`config.mk`:
```
export PLATFORM = sky130hd
export DESIGN_NAME = mdc2p_out_reorder_flat
export DESIGN_NICKNAME = d
export VERILOG_FILES = /design/src/rtl/fft_mdc_pkg.sv /design/src/rtl/mdc2p_out_reorder_if.sv /design/src/rtl/mdc2p_reorder_bank.sv /design/src/rtl/mdc2p_out_reorder.sv /design/src/flat_wrapper.sv
export SDC_FILE = /design/constraint.sdc
export NUM_CORES = 1
export LEC_CHECK = 0
export ABC_CLOCK_PERIOD_IN_PS = 2200
export CAP_MARGIN = 20
export CORE_UTILIZATION = 45
export CTS_BUF_LIST = sky130_fd_sc_hd__clkbuf_16
export DETAILED_ROUTE_END_ITERATION = 12
export SETUP_SLACK_MARGIN = 0.15
export SYNTH_ARGS = -nofsm -noshare
export SYNTH_HDL_FRONTEND = slang
export SYNTH_SLANG_ARGS = --single-unit
```
`constraint.sdc`:
```
create_clock -name i_clk -period 2.2 [get_ports i_clk]
set_input_delay 0.55 -clock i_clk [delete_from_list [all_inputs] [get_ports i_clk]]
set_output_delay 0.55 -clock i_clk [all_outputs]
set_load 0.02 [all_outputs]
```
`src/rtl/fft_mdc_pkg.sv`:
```
// Shared helpers for the MDC FFT reorder logic.
//   fft_log2n(n) : log2 of the FFT size
//   fft_half(n)  : half the FFT size (pairs per 2-lane frame)
//   bitrev(v, w) : reverse the low w bits of v (upper bits cleared)
//   rd_state_e   : read-side FSM state encoding
package fft_mdc_pkg;

    typedef enum logic {
        ST_IDLE = 1'b0,
        ST_READ = 1'b1
    } rd_state_e;

    function automatic int unsigned fft_log2n(input int unsigned n_fft);
        return $clog2(n_fft);
    endfunction

    function automatic int unsigned fft_half(input int unsigned n_fft);
        return n_fft / 2;
    endfunction

    function automatic logic [31:0] bitrev(input logic [31:0] value, input int unsigned width);
        logic [31:0] res;
        res = '0;
        for (int unsigned i = 0; i < 32; i++) begin
            if (i < width) begin
                res[5'(i)] = value[5'(width - 1 - i)];
            end
        end
        return res;
    endfunction

endpackage

```
`src/rtl/mdc2p_out_reorder_if.sv`:
```
// 2-lane complex sample bus used on both sides of the output reorder block.
//   valid            : pair valid
//   sof              : first pair of a frame (driven by the master, ignored by the reorder input)
//   data1_r/data1_i  : lane-1 complex sample
//   data2_r/data2_i  : lane-2 complex sample
interface mdc2p_out_reorder_if #(
    parameter int unsigned NB = 11
) ();

    logic                 valid;
    logic                 sof;
    logic signed [NB-1:0] data1_r;
    logic signed [NB-1:0] data1_i;
    logic signed [NB-1:0] data2_r;
    logic signed [NB-1:0] data2_i;

    modport master (
        output valid, sof, data1_r, data1_i, data2_r, data2_i
    );

    modport slave (
        input valid, data1_r, data1_i, data2_r, data2_i
    );

endinterface

```
`src/rtl/mdc2p_reorder_bank.sv`:
```
// One ping-pong bank of N_FFT complex words, split into lower (index < HALF)
// and upper halves. Two write ports, each routed to a half by its index MSB;
// two combinational read ports, one per half.
//   i_clk                  : clock
//   i_we0/i_widx0/i_wdata0 : write port 0 (full index, packed {re, im})
//   i_we1/i_widx1/i_wdata1 : write port 1
//   i_raddr_lo/o_rdata_lo_c: read lower-half entry
//   i_raddr_hi/o_rdata_hi_c: read upper-half entry
module mdc2p_reorder_bank import fft_mdc_pkg::*; #(
    parameter int unsigned N_FFT = 16,
    parameter int unsigned DW    = 22,
    localparam int unsigned LOG2N = fft_log2n(N_FFT),
    localparam int unsigned HW    = LOG2N - 1
) (
    input  logic             i_clk,
    input  logic             i_we0,
    input  logic [LOG2N-1:0] i_widx0,
    input  logic [DW-1:0]    i_wdata0,
    input  logic             i_we1,
    input  logic [LOG2N-1:0] i_widx1,
    input  logic [DW-1:0]    i_wdata1,
    input  logic [HW-1:0]    i_raddr_lo,
    output logic [DW-1:0]    o_rdata_lo_c,
    input  logic [HW-1:0]    i_raddr_hi,
    output logic [DW-1:0]    o_rdata_hi_c
);

    localparam int unsigned HALF = fft_half(N_FFT);

    logic [DW-1:0] lo_mem [HALF];
    logic [DW-1:0] hi_mem [HALF];

    // Storage only; contents survive reset by design.
    always_ff @(posedge i_clk) begin
        if (i_we0) begin
            if (i_widx0[LOG2N-1]) begin
                hi_mem[i_widx0[HW-1:0]] <= i_wdata0;
            end else begin
                lo_mem[i_widx0[HW-1:0]] <= i_wdata0;
            end
        end
        if (i_we1) begin
            if (i_widx1[LOG2N-1]) begin
                hi_mem[i_widx1[HW-1:0]] <= i_wdata1;
            end else begin
                lo_mem[i_widx1[HW-1:0]] <= i_wdata1;
            end
        end
    end

    assign o_rdata_lo_c = lo_mem[i_raddr_lo];
    assign o_rdata_hi_c = hi_mem[i_raddr_hi];

endmodule

```
`src/rtl/mdc2p_out_reorder.sv`:
```
// Converts the 2-lane bit-reversed output of the last MDC stage into
// natural bin order using two ping-pong banks.
//   i_clk, i_rst_n : clock, async active-low reset
//   in_if (slave)  : lane 1 = index 2k, lane 2 = index 2k+1 of a bit-reversed frame
//   out_if (master): lane 1 = bin 2m, lane 2 = bin 2m+1; sof on m = 0; all registered
module mdc2p_out_reorder import fft_mdc_pkg::*; #(
    parameter int unsigned N_FFT = 16,
    parameter int unsigned NB    = 11
) (
    input  logic                 i_clk,
    input  logic                 i_rst_n,
    mdc2p_out_reorder_if.slave   in_if,
    mdc2p_out_reorder_if.master  out_if
);

    localparam int unsigned LOG2N = fft_log2n(N_FFT);
    localparam int unsigned HALF  = fft_half(N_FFT);
    localparam int unsigned HW    = LOG2N - 1;
    localparam int unsigned DW    = 2 * NB;

    // Write side
    logic [HW-1:0]    k_q;
    logic             wr_bank_q;
    logic             wr_last_c;
    logic [LOG2N-1:0] widx0;
    logic [LOG2N-1:0] widx1;
    logic [DW-1:0]    wdata0;
    logic [DW-1:0]    wdata1;

    // Bank state
    logic [1:0]       full_q;
    logic [1:0]       full_d;

    // Read side
    rd_state_e        state_q;
    rd_state_e        state_d;
    logic [HW-1:0]    m_q;
    logic [HW-1:0]    m_d;
    logic             rd_bank_q;
    logic             rd_bank_d;
    logic             rd_done_c;
    logic [HW-1:0]    rd_addr;
    logic [DW-1:0]    rd_lo_a, rd_hi_a, rd_lo_b, rd_hi_b;
    logic [DW-1:0]    rd_lo, rd_hi;

    assign wr_last_c = in_if.valid && (k_q == HW'(HALF - 1));
    assign widx0     = {k_q, 1'b0};
    assign widx1     = {k_q, 1'b1};
    assign wdata0    = {in_if.data1_r, in_if.data1_i};
    assign wdata1    = {in_if.data2_r, in_if.data2_i};

    // Input pair counter and write-bank pointer
    always_ff @(posedge i_clk or negedge i_rst_n) begin
        if (!i_rst_n) begin
            k_q       <= '0;
            wr_bank_q <= 1'b0;
        end else if (in_if.valid) begin
            if (wr_last_c) begin
                k_q       <= '0;
                wr_bank_q <= ~wr_bank_q;
            end else begin
                k_q <= k_q + HW'(1);
            end
        end
    end

    // Full flags: a finished write wins over a same-cycle read release
    always_comb begin
        full_d = full_q;
        if (rd_done_c) begin
            full_d[rd_bank_q] = 1'b0;
        end
        if (wr_last_c) begin
            full_d[wr_bank_q] = 1'b1;
        end
    end

    always_ff @(posedge i_clk or negedge i_rst_n) begin
        if (!i_rst_n) begin
            full_q <= '0;
        end else begin
            full_q <= full_d;
        end
    end

    // Read FSM state register
    always_ff @(posedge i_clk or negedge i_rst_n) begin
        if (!i_rst_n) begin
            state_q   <= ST_IDLE;
            m_q       <= '0;
            rd_bank_q <= 1'b0;
        end else begin
            state_q   <= state_d;
            m_q       <= m_d;
            rd_bank_q <= rd_bank_d;
        end
    end

    // Read FSM next state; chains straight into the other bank when it is ready
    always_comb begin
        state_d   = state_q;
        m_d       = m_q;
        rd_bank_d = rd_bank_q;
        rd_done_c = 1'b0;
        case (state_q)
            ST_IDLE: begin
                if (full_q[rd_bank_q]) begin
                    state_d = ST_READ;
                    m_d     = '0;
                end
            end
            ST_READ: begin
                if (m_q == HW'(HALF - 1)) begin
                    rd_done_c = 1'b1;
                    rd_bank_d = ~rd_bank_q;
                    m_d       = '0;
                    state_d   = full_q[~rd_bank_q] ? ST_READ : ST_IDLE;
                end else begin
                    m_d = m_q + HW'(1);
                end
            end
            default: begin
                state_d = ST_IDLE;
            end
        endcase
    end

    // bitrev over LOG2N bits of 2m equals bitrev over LOG2N-1 bits of m
    // (with MSB 0), so this is the lower-half address; bin 2m+1 sits at
    // the same offset in the upper half.
    assign rd_addr = HW'(bitrev(32'(m_q), HW));

    mdc2p_reorder_bank #(.N_FFT(N_FFT), .DW(DW)) u_bank_a (
        .i_clk        (i_clk),
        .i_we0        (in_if.valid && !wr_bank_q),
        .i_widx0      (widx0),
        .i_wdata0     (wdata0),
        .i_we1        (in_if.valid && !wr_bank_q),
        .i_widx1      (widx1),
        .i_wdata1     (wdata1),
        .i_raddr_lo   (rd_addr),
        .o_rdata_lo_c (rd_lo_a),
        .i_raddr_hi   (rd_addr),
        .o_rdata_hi_c (rd_hi_a)
    );

    mdc2p_reorder_bank #(.N_FFT(N_FFT), .DW(DW)) u_bank_b (
        .i_clk        (i_clk),
        .i_we0        (in_if.valid && wr_bank_q),
        .i_widx0      (widx0),
        .i_wdata0     (wdata0),
        .i_we1        (in_if.valid && wr_bank_q),
        .i_widx1      (widx1),
        .i_wdata1     (wdata1),
        .i_raddr_lo   (rd_addr),
        .o_rdata_lo_c (rd_lo_b),
        .i_raddr_hi   (rd_addr),
        .o_rdata_hi_c (rd_hi_b)
    );

    assign rd_lo = rd_bank_q ? rd_lo_b : rd_lo_a;
    assign rd_hi = rd_bank_q ? rd_hi_b : rd_hi_a;

    // Registered output stage
    always_ff @(posedge i_clk or negedge i_rst_n) begin
        if (!i_rst_n) begin
            out_if.valid   <= 1'b0;
            out_if.sof     <= 1'b0;
            out_if.data1_r <= '0;
            out_if.data1_i <= '0;
            out_if.data2_r <= '0;
            out_if.data2_i <= '0;
        end else begin
            out_if.valid <= (state_q == ST_READ);
            out_if.sof   <= (state_q == ST_READ) && (m_q == '0);
            if (state_q == ST_READ) begin
                out_if.data1_r <= rd_lo[DW-1:NB];
                out_if.data1_i <= rd_lo[NB-1:0];
                out_if.data2_r <= rd_hi[DW-1:NB];
                out_if.data2_i <= rd_hi[NB-1:0];
            end
        end
    end

endmodule

```
`src/flat_wrapper.sv`:
```
// flat-port wrapper written by rule: the top's interface ports become plain ports
module mdc2p_out_reorder_flat import fft_mdc_pkg::*;
#(
    parameter int unsigned N_FFT = 16,
    parameter int unsigned NB    = 11
)
  (i_clk, i_rst_n, in_if_valid, in_if_data1_r, in_if_data1_i, in_if_data2_r, in_if_data2_i, out_if_valid, out_if_sof, out_if_data1_r, out_if_data1_i, out_if_data2_r, out_if_data2_i);
  mdc2p_out_reorder_if #(.NB(NB)) in_if_i ();
  mdc2p_out_reorder_if #(.NB(NB)) out_if_i ();
  input  logic i_clk;
  input  logic i_rst_n;
  input wire logic [$bits(in_if_i.valid)-1:0] in_if_valid;
  input wire logic [$bits(in_if_i.data1_r)-1:0] in_if_data1_r;
  input wire logic [$bits(in_if_i.data1_i)-1:0] in_if_data1_i;
  input wire logic [$bits(in_if_i.data2_r)-1:0] in_if_data2_r;
  input wire logic [$bits(in_if_i.data2_i)-1:0] in_if_data2_i;
  output wire logic [$bits(out_if_i.valid)-1:0] out_if_valid;
  output wire logic [$bits(out_if_i.sof)-1:0] out_if_sof;
  output wire logic [$bits(out_if_i.data1_r)-1:0] out_if_data1_r;
  output wire logic [$bits(out_if_i.data1_i)-1:0] out_if_data1_i;
  output wire logic [$bits(out_if_i.data2_r)-1:0] out_if_data2_r;
  output wire logic [$bits(out_if_i.data2_i)-1:0] out_if_data2_i;
  assign in_if_i.valid = in_if_valid;
  assign in_if_i.data1_r = in_if_data1_r;
  assign in_if_i.data1_i = in_if_data1_i;
  assign in_if_i.data2_r = in_if_data2_r;
  assign in_if_i.data2_i = in_if_data2_i;
  assign out_if_valid = out_if_i.valid;
  assign out_if_sof = out_if_i.sof;
  assign out_if_data1_r = out_if_i.data1_r;
  assign out_if_data1_i = out_if_i.data1_i;
  assign out_if_data2_r = out_if_i.data2_r;
  assign out_if_data2_i = out_if_i.data2_i;
  mdc2p_out_reorder #(.N_FFT(N_FFT), .NB(NB)) u_core (.i_clk(i_clk), .i_rst_n(i_rst_n), .in_if(in_if_i), .out_if(out_if_i));
endmodule
```
Yosys cells after proc, flatten, opt, wreduce, memory -nomap -nowiden

Memory sizes are Yosys's and may differ from the RTL's.
Cells that the tools add are included.

Memories kept: 4
Bits in registers: 57
RAM bits: 704
Bits in latches: 0
Memory bits (read-only): 0

Eq/ne operators: 3
Divide/modulo/power cells: 0
Add/sub/neg operators: 2
Reduce and logical (&&, ||, !) cells: 10
Mux-type cells: 32
Order comparisons: 5
Shift-type cells: 0
Bitwise operators: 6
Multiply operators: 0

Memory list:

| name                   | depth | width | rd ports | clocked after memory_dff | write ports | RTL line                 | source |
|---|---|---|---|---|---|---|---|
| u_core.u_bank_a.hi_mem | 8     | 22    | 1        | 0                        | 2           | mdc2p_reorder_bank.sv:31 | `logic [DW-1:0] hi_mem [HALF];` |
| u_core.u_bank_a.lo_mem | 8     | 22    | 1        | 0                        | 2           | mdc2p_reorder_bank.sv:30 | `logic [DW-1:0] lo_mem [HALF];` |
| u_core.u_bank_b.hi_mem | 8     | 22    | 1        | 0                        | 2           | mdc2p_reorder_bank.sv:31 |  |
| u_core.u_bank_b.lo_mem | 8     | 22    | 1        | 0                        | 2           | mdc2p_reorder_bank.sv:30 |  |

Operator list:

| kind                  | number |
|---|---|
| $mux W22              | 2 |
| $mux W1               | 21 |
| $mux W3               | 3 |
| $add A3 B1 Y3 const B | 2 |
| $eq A3 B3 Y1 const B  | 2 |
| $logic_and A1 B1 Y1   | 6 |
| $lt A1 B2 Y1 const B  | 3 |
| $pmux W3 S2           | 1 |
| $mux W2               | 2 |
| $reduce_and A2 Y1     | 2 |
| $logic_not A3 Y1      | 1 |
| $not A1 Y1            | 3 |
| $and A2 B2 Y2         | 1 |
| $demux W1 S1          | 2 |
| $ge A1 B1 Y1 const B  | 2 |
| $ne A2 B1 Y1 const B  | 1 |
| $not A2 Y2            | 1 |
| $or A2 B2 Y2          | 1 |
| $pmux W1 S2           | 1 |
| $logic_not A1 Y1      | 1 |

Logic depth before layout (Yosys ltp)

Depth in word-level cells: 9
Gate-level depth with buffers: 8
Depth with buffers taken out: 5

By module

From an unflattened synthesis, not the netlist that was laid out.

Cell total of the unflattened synthesis: 2228
Area, all modules: 38481.9 um^2

Modules (own cells, without submodules):

| module             | cells each | area an instance (um^2) | instances | sequential area each (um^2) |
|---|---|---|---|---|
| mdc2p_reorder_bank | 990        | 17903.4                 | 2         | 10570.1 |
| mdc2p_out_reorder  | 248        | 2675.1                  | 1         | 1426.4 |

Worst setup path before layout

OpenSTA, ideal clock, no wires.

Path kind: input port to flip-flop
From: in in_if_valid
To: mem u_core.u_bank_a.hi_mem[0][0], enable pin
Setup slack: -439 ps
Stages: 3
Buffers on the path: 1
Data required time: 1794 ps
Arrival time: 2233 ps
Cells stage by stage: clkbuf_1 > nor2b_1 > and3_1

RTL lines:

| element     | RTL line                 | source |
|---|---|---|
| from (decl) | flat_wrapper.sv:12       | `input wire logic [$bits(in_if_i.valid)-1:0] in_if_valid;` |
| to (decl)   | mdc2p_reorder_bank.sv:31 |  |

Worst setup path in the final report

From: reg u_core.out_if.data2_r[0]
To: out out_if_data2_r[0]

RTL lines:

| element                | RTL line                   | source |
|---|---|---|
| from (decl)            | mdc2p_out_reorder_if.sv:18 | `output valid, sof, data1_r, data1_i, data2_r, data2_i` |
| from (signal assigned) | mdc2p_out_reorder.sv:179   | `out_if.data2_r <= rd_hi[DW-1:NB];` |
| to (decl)              | flat_wrapper.sv:21         | `output wire logic [$bits(out_if_i.data2_r)-1:0] out_if_data2_r;` |

No word-level cell between the ends.

==> impl_metrics.ini <==
[timing]
fin_crit_sh = 0.934
fin_tns_setup_ns = 0
hold_slack_ns = 0.496
worst_pin_slew_ns = 0.672
report.final.slew_viol_count = 0
max_slew_margin = 0.551
fmax_mhz = 487
hold_viol = 0
setup_slack_ns = 0.145
clock_skew_ns = 0.0181
rsz0062_at_grt = yes
fin_crit_ns = 2.06
finalSetupViolations = 0

[place]
io_buffers = 92
dp_hpwl_mm = 37.4
place_area_mm2 = 0.0319
preCtsSetupSlack_ns = -0.137
place.gp.congestion = 0.740
dp_cells = 2233

[clocking]
clkLatencyLatePin_ns = 0.60
clock_sinks = 761
cts_htree_levels = 3
clockRootBuffer = clkbuf_16
cts_buffer_depth = 3
clk_pin_slew_ns = 0.06
cts_made_buffers = 78
tritoncts = done

[yosys]
syn_avg_cell_area_um2 = 23.1
synth_top_area_cell = edfxtp_1
synth_top_area_frac = 0.732
yosys_warnings = 0
mappedNetlistArea_mm2 = 0.0289
synth_area_leaders = edfxtp_1 (73%), mux4_2 (13%), dfrtp_1 (4.9%)
synth_nets = 1307
ys_types = 34
ys_seq_area_frac = 0.782
synth_seq_cells = 761
synthCells = 1252

[detailed_routing]
final_antenna_net_count = 0
drt_pass1_iterations = 6
remaining_drc_errors = 0
routedWlPerCell_um = 26.3
viasPerCell = 5.69
drt_first_iter_violations = 1241
vias = 13600
drt-total-wl_mm = 62.8

[cells_and_area]
final_nets = 1526
drive_above_1_share = 0.278
final_area_mm2 = 0.0345
syn2layout_area_growth_pct = 19.5
fin_cells = 2383
nFillCells = 4703
n_antenna_cell = 0
final_core_util = 0.546

[setup_path]
reg2reg_from = u_core.m_q[0]$_DFFE_PN0P_
path_class = reg2out
path_buf_inv = 1
cp_max_fo = 2
worstRegToRegCells = 6
slowest_stage = dfrtp_1
crit_chain = clkdlybuf4s15_1
critPathRequiredTime_ns = 1.65
cp.arrival_ns = 1.51
cp-start-kind = flip-flop
r2r_end = u_core.out_if.data2_r[5]$_DFFE_PN0P_
crit_path_end_kind = output pin
crit_path_max_incr_delay_ns = 0.53
cp_top_family = flip-flops
rrSetupSlack_ns = 0.21

[floorplan]
die_width_um = 255
core_mm2 = 0.0632
io_pins = 93
dieArea_mm2 = 0.0652
core.rowCount = 92
dieHeight_um = 255
start_util = 0.457

[global_routing]
grt_overflow = 0
grt_pass1_vias = 14300
grt_usage = 0.199
grt_max_degree = 77
grt_pass1_wl_mm = 92.9
grt_antenna_before_repair = 1

[pwr]
pwr_density_cell_mw_per_mm2 = 1260
power.share.combinational = 0.279
vdd_drop_max_mv = 0.810
p_leak_nw = 11.3
p_clk_frac = 0.302
p_switching_mw = 12.5
p_total_mw = 43.4
switching_share = 0.288
p_seq_frac = 0.419
internal_power_mw = 30.9

[outcome]
status = completed

[min_path]
hp-class = in2async

[flow_run]
max_cap_viol_count = 0
-- registers in the layout, indices dropped and copies added (netlist names), 11 cells and up --
name	count
u_core.out_if.data1_r	11
u_core.out_if.data2_i	11
u_core.u_bank_b.lo_mem	176
u_core.out_if.data1_i	11
u_core.u_bank_a.lo_mem	176
u_core.out_if.data2_r	11
u_core.u_bank_a.hi_mem	176
u_core.u_bank_b.hi_mem	176
-- cell families after synthesis --
group           Yosys count  share of synthesized area
mux                     221                      0.154
buf+inv                  78                     0.0206
compound gates          100                     0.0267
fa+ha+maj                 8                    0.00347
flops                   761                      0.782
simple gates             82                     0.0127
xor+xnor                  2                   0.000607
-- layer usage --
| metal | global-route usage | vias up | wire [um] |
|---|---|---|---|
| li1 | - | 5768 | - |
| met1 | 0.287 | 7330 | 27900 |
| met2 | 0.318 | 398 | 30700 |
| met3 | 0.0311 | 71 | 3160 |
| met4 | 0.0565 | 0 | 1060 |
| met5 | 0 | - | 0 |
-- layout by cell type (no fill, tap or decap), drive strengths merged, types with 28 or more instances in the layout --
cell type      count
mux4             176
buf              120
a221oi            44
o22ai             45
nor2              50
dfrtp             57
edfxtp           704
inv               30
dlygate4sd2       45
clkbuf            82
mux2i             45
clkdlybuf4s50     45
clkinv            28
-- worst max path at each step --
stage          depth (start not counted)  slack (ns)                            startpoint                                endpoint
2_1_floorplan                          4        0.16                           in_if_valid  u_core.u_bank_b.hi_mem[6][0]$_DFFE_PP_
3_3_place_gp                           6       -0.16                           in_if_valid  u_core.u_bank_b.hi_mem[2][0]$_DFFE_PP_
3_5_place_dp                           6       -0.14                           in_if_valid  u_core.u_bank_b.hi_mem[4][2]$_DFFE_PP_
4_1_cts                                1        0.13  u_core.out_if.data2_r[0]$_DFFE_PN0P_                       out_if_data2_r[0]
5_1_grt                                1        0.12  u_core.out_if.data2_r[0]$_DFFE_PN0P_                       out_if_data2_r[0]
6_report                               1        0.14  u_core.out_if.data2_r[0]$_DFFE_PN0P_                       out_if_data2_r[0]
-- layout make-up --
type | count | area [um2] | share of cell area
inverter | 5 | 18.8 | 0.000544
sequential | 761 | 22600 | 0.655
clock inverter | 64 | 522 | 0.0151
tap | 846 | 1060 | 0.0307
timing repair buffer | 212 | 2490 | 0.0723
clock buffer | 82 | 2050 | 0.0595
multi-input combinational | 413 | 5770 | 0.167
-- cell usage after synthesis --
master and instances:
a221oi_1 38, buf_2 11, nand2b_1 1, and2_1 9
clkbuf_8 2, xnor2_1 2, buf_4 16, nor2_1 50
buf_12 3, mux2i_1 45, and3_1 8, ha_1 8
or2_2 1, dfrtp_1 57, a22o_1 1, mux4_2 167
clkbuf_4 3, o221ai_1 1, a221oi_2 6, o22ai_1 45
buf_1 2, a32o_1 1, edfxtp_1 704, nor2b_1 1
buf_8 5, nand3b_1 2, o21ai_0 8, buf_6 12
mux4_1 9, clkbuf_1 18, inv_1 5, nand2_1 9
clkbuf_2 1, nand3_1 1
-- power groups by stage --
stage | sequential, mW | combinational, mW | clock (mW)
final | 18.2 | 12.1 | 13.1
after global routing | 18.3 | 13.0 | 13.9
after CTS | 18.2 | 12.2 | 13.4
after detailed placement | 18.5 | 12.5 | 0
after global placement | 18.5 | 12.3 | 0
after floorplan | 18.6 | 7.69 | 0
-- repair_timing --
action / 4_1_cts / 5_1_grt
hold endpoints to repair: 57 / 0
pin swaps: 0 / 0
endpoints found under the setup margin: 46 / 9
resized for setup: 46 / 3
buffers inserted: 0 / 3
hold buffers: 1 / 0
Power figures use the tool's default switching activity.
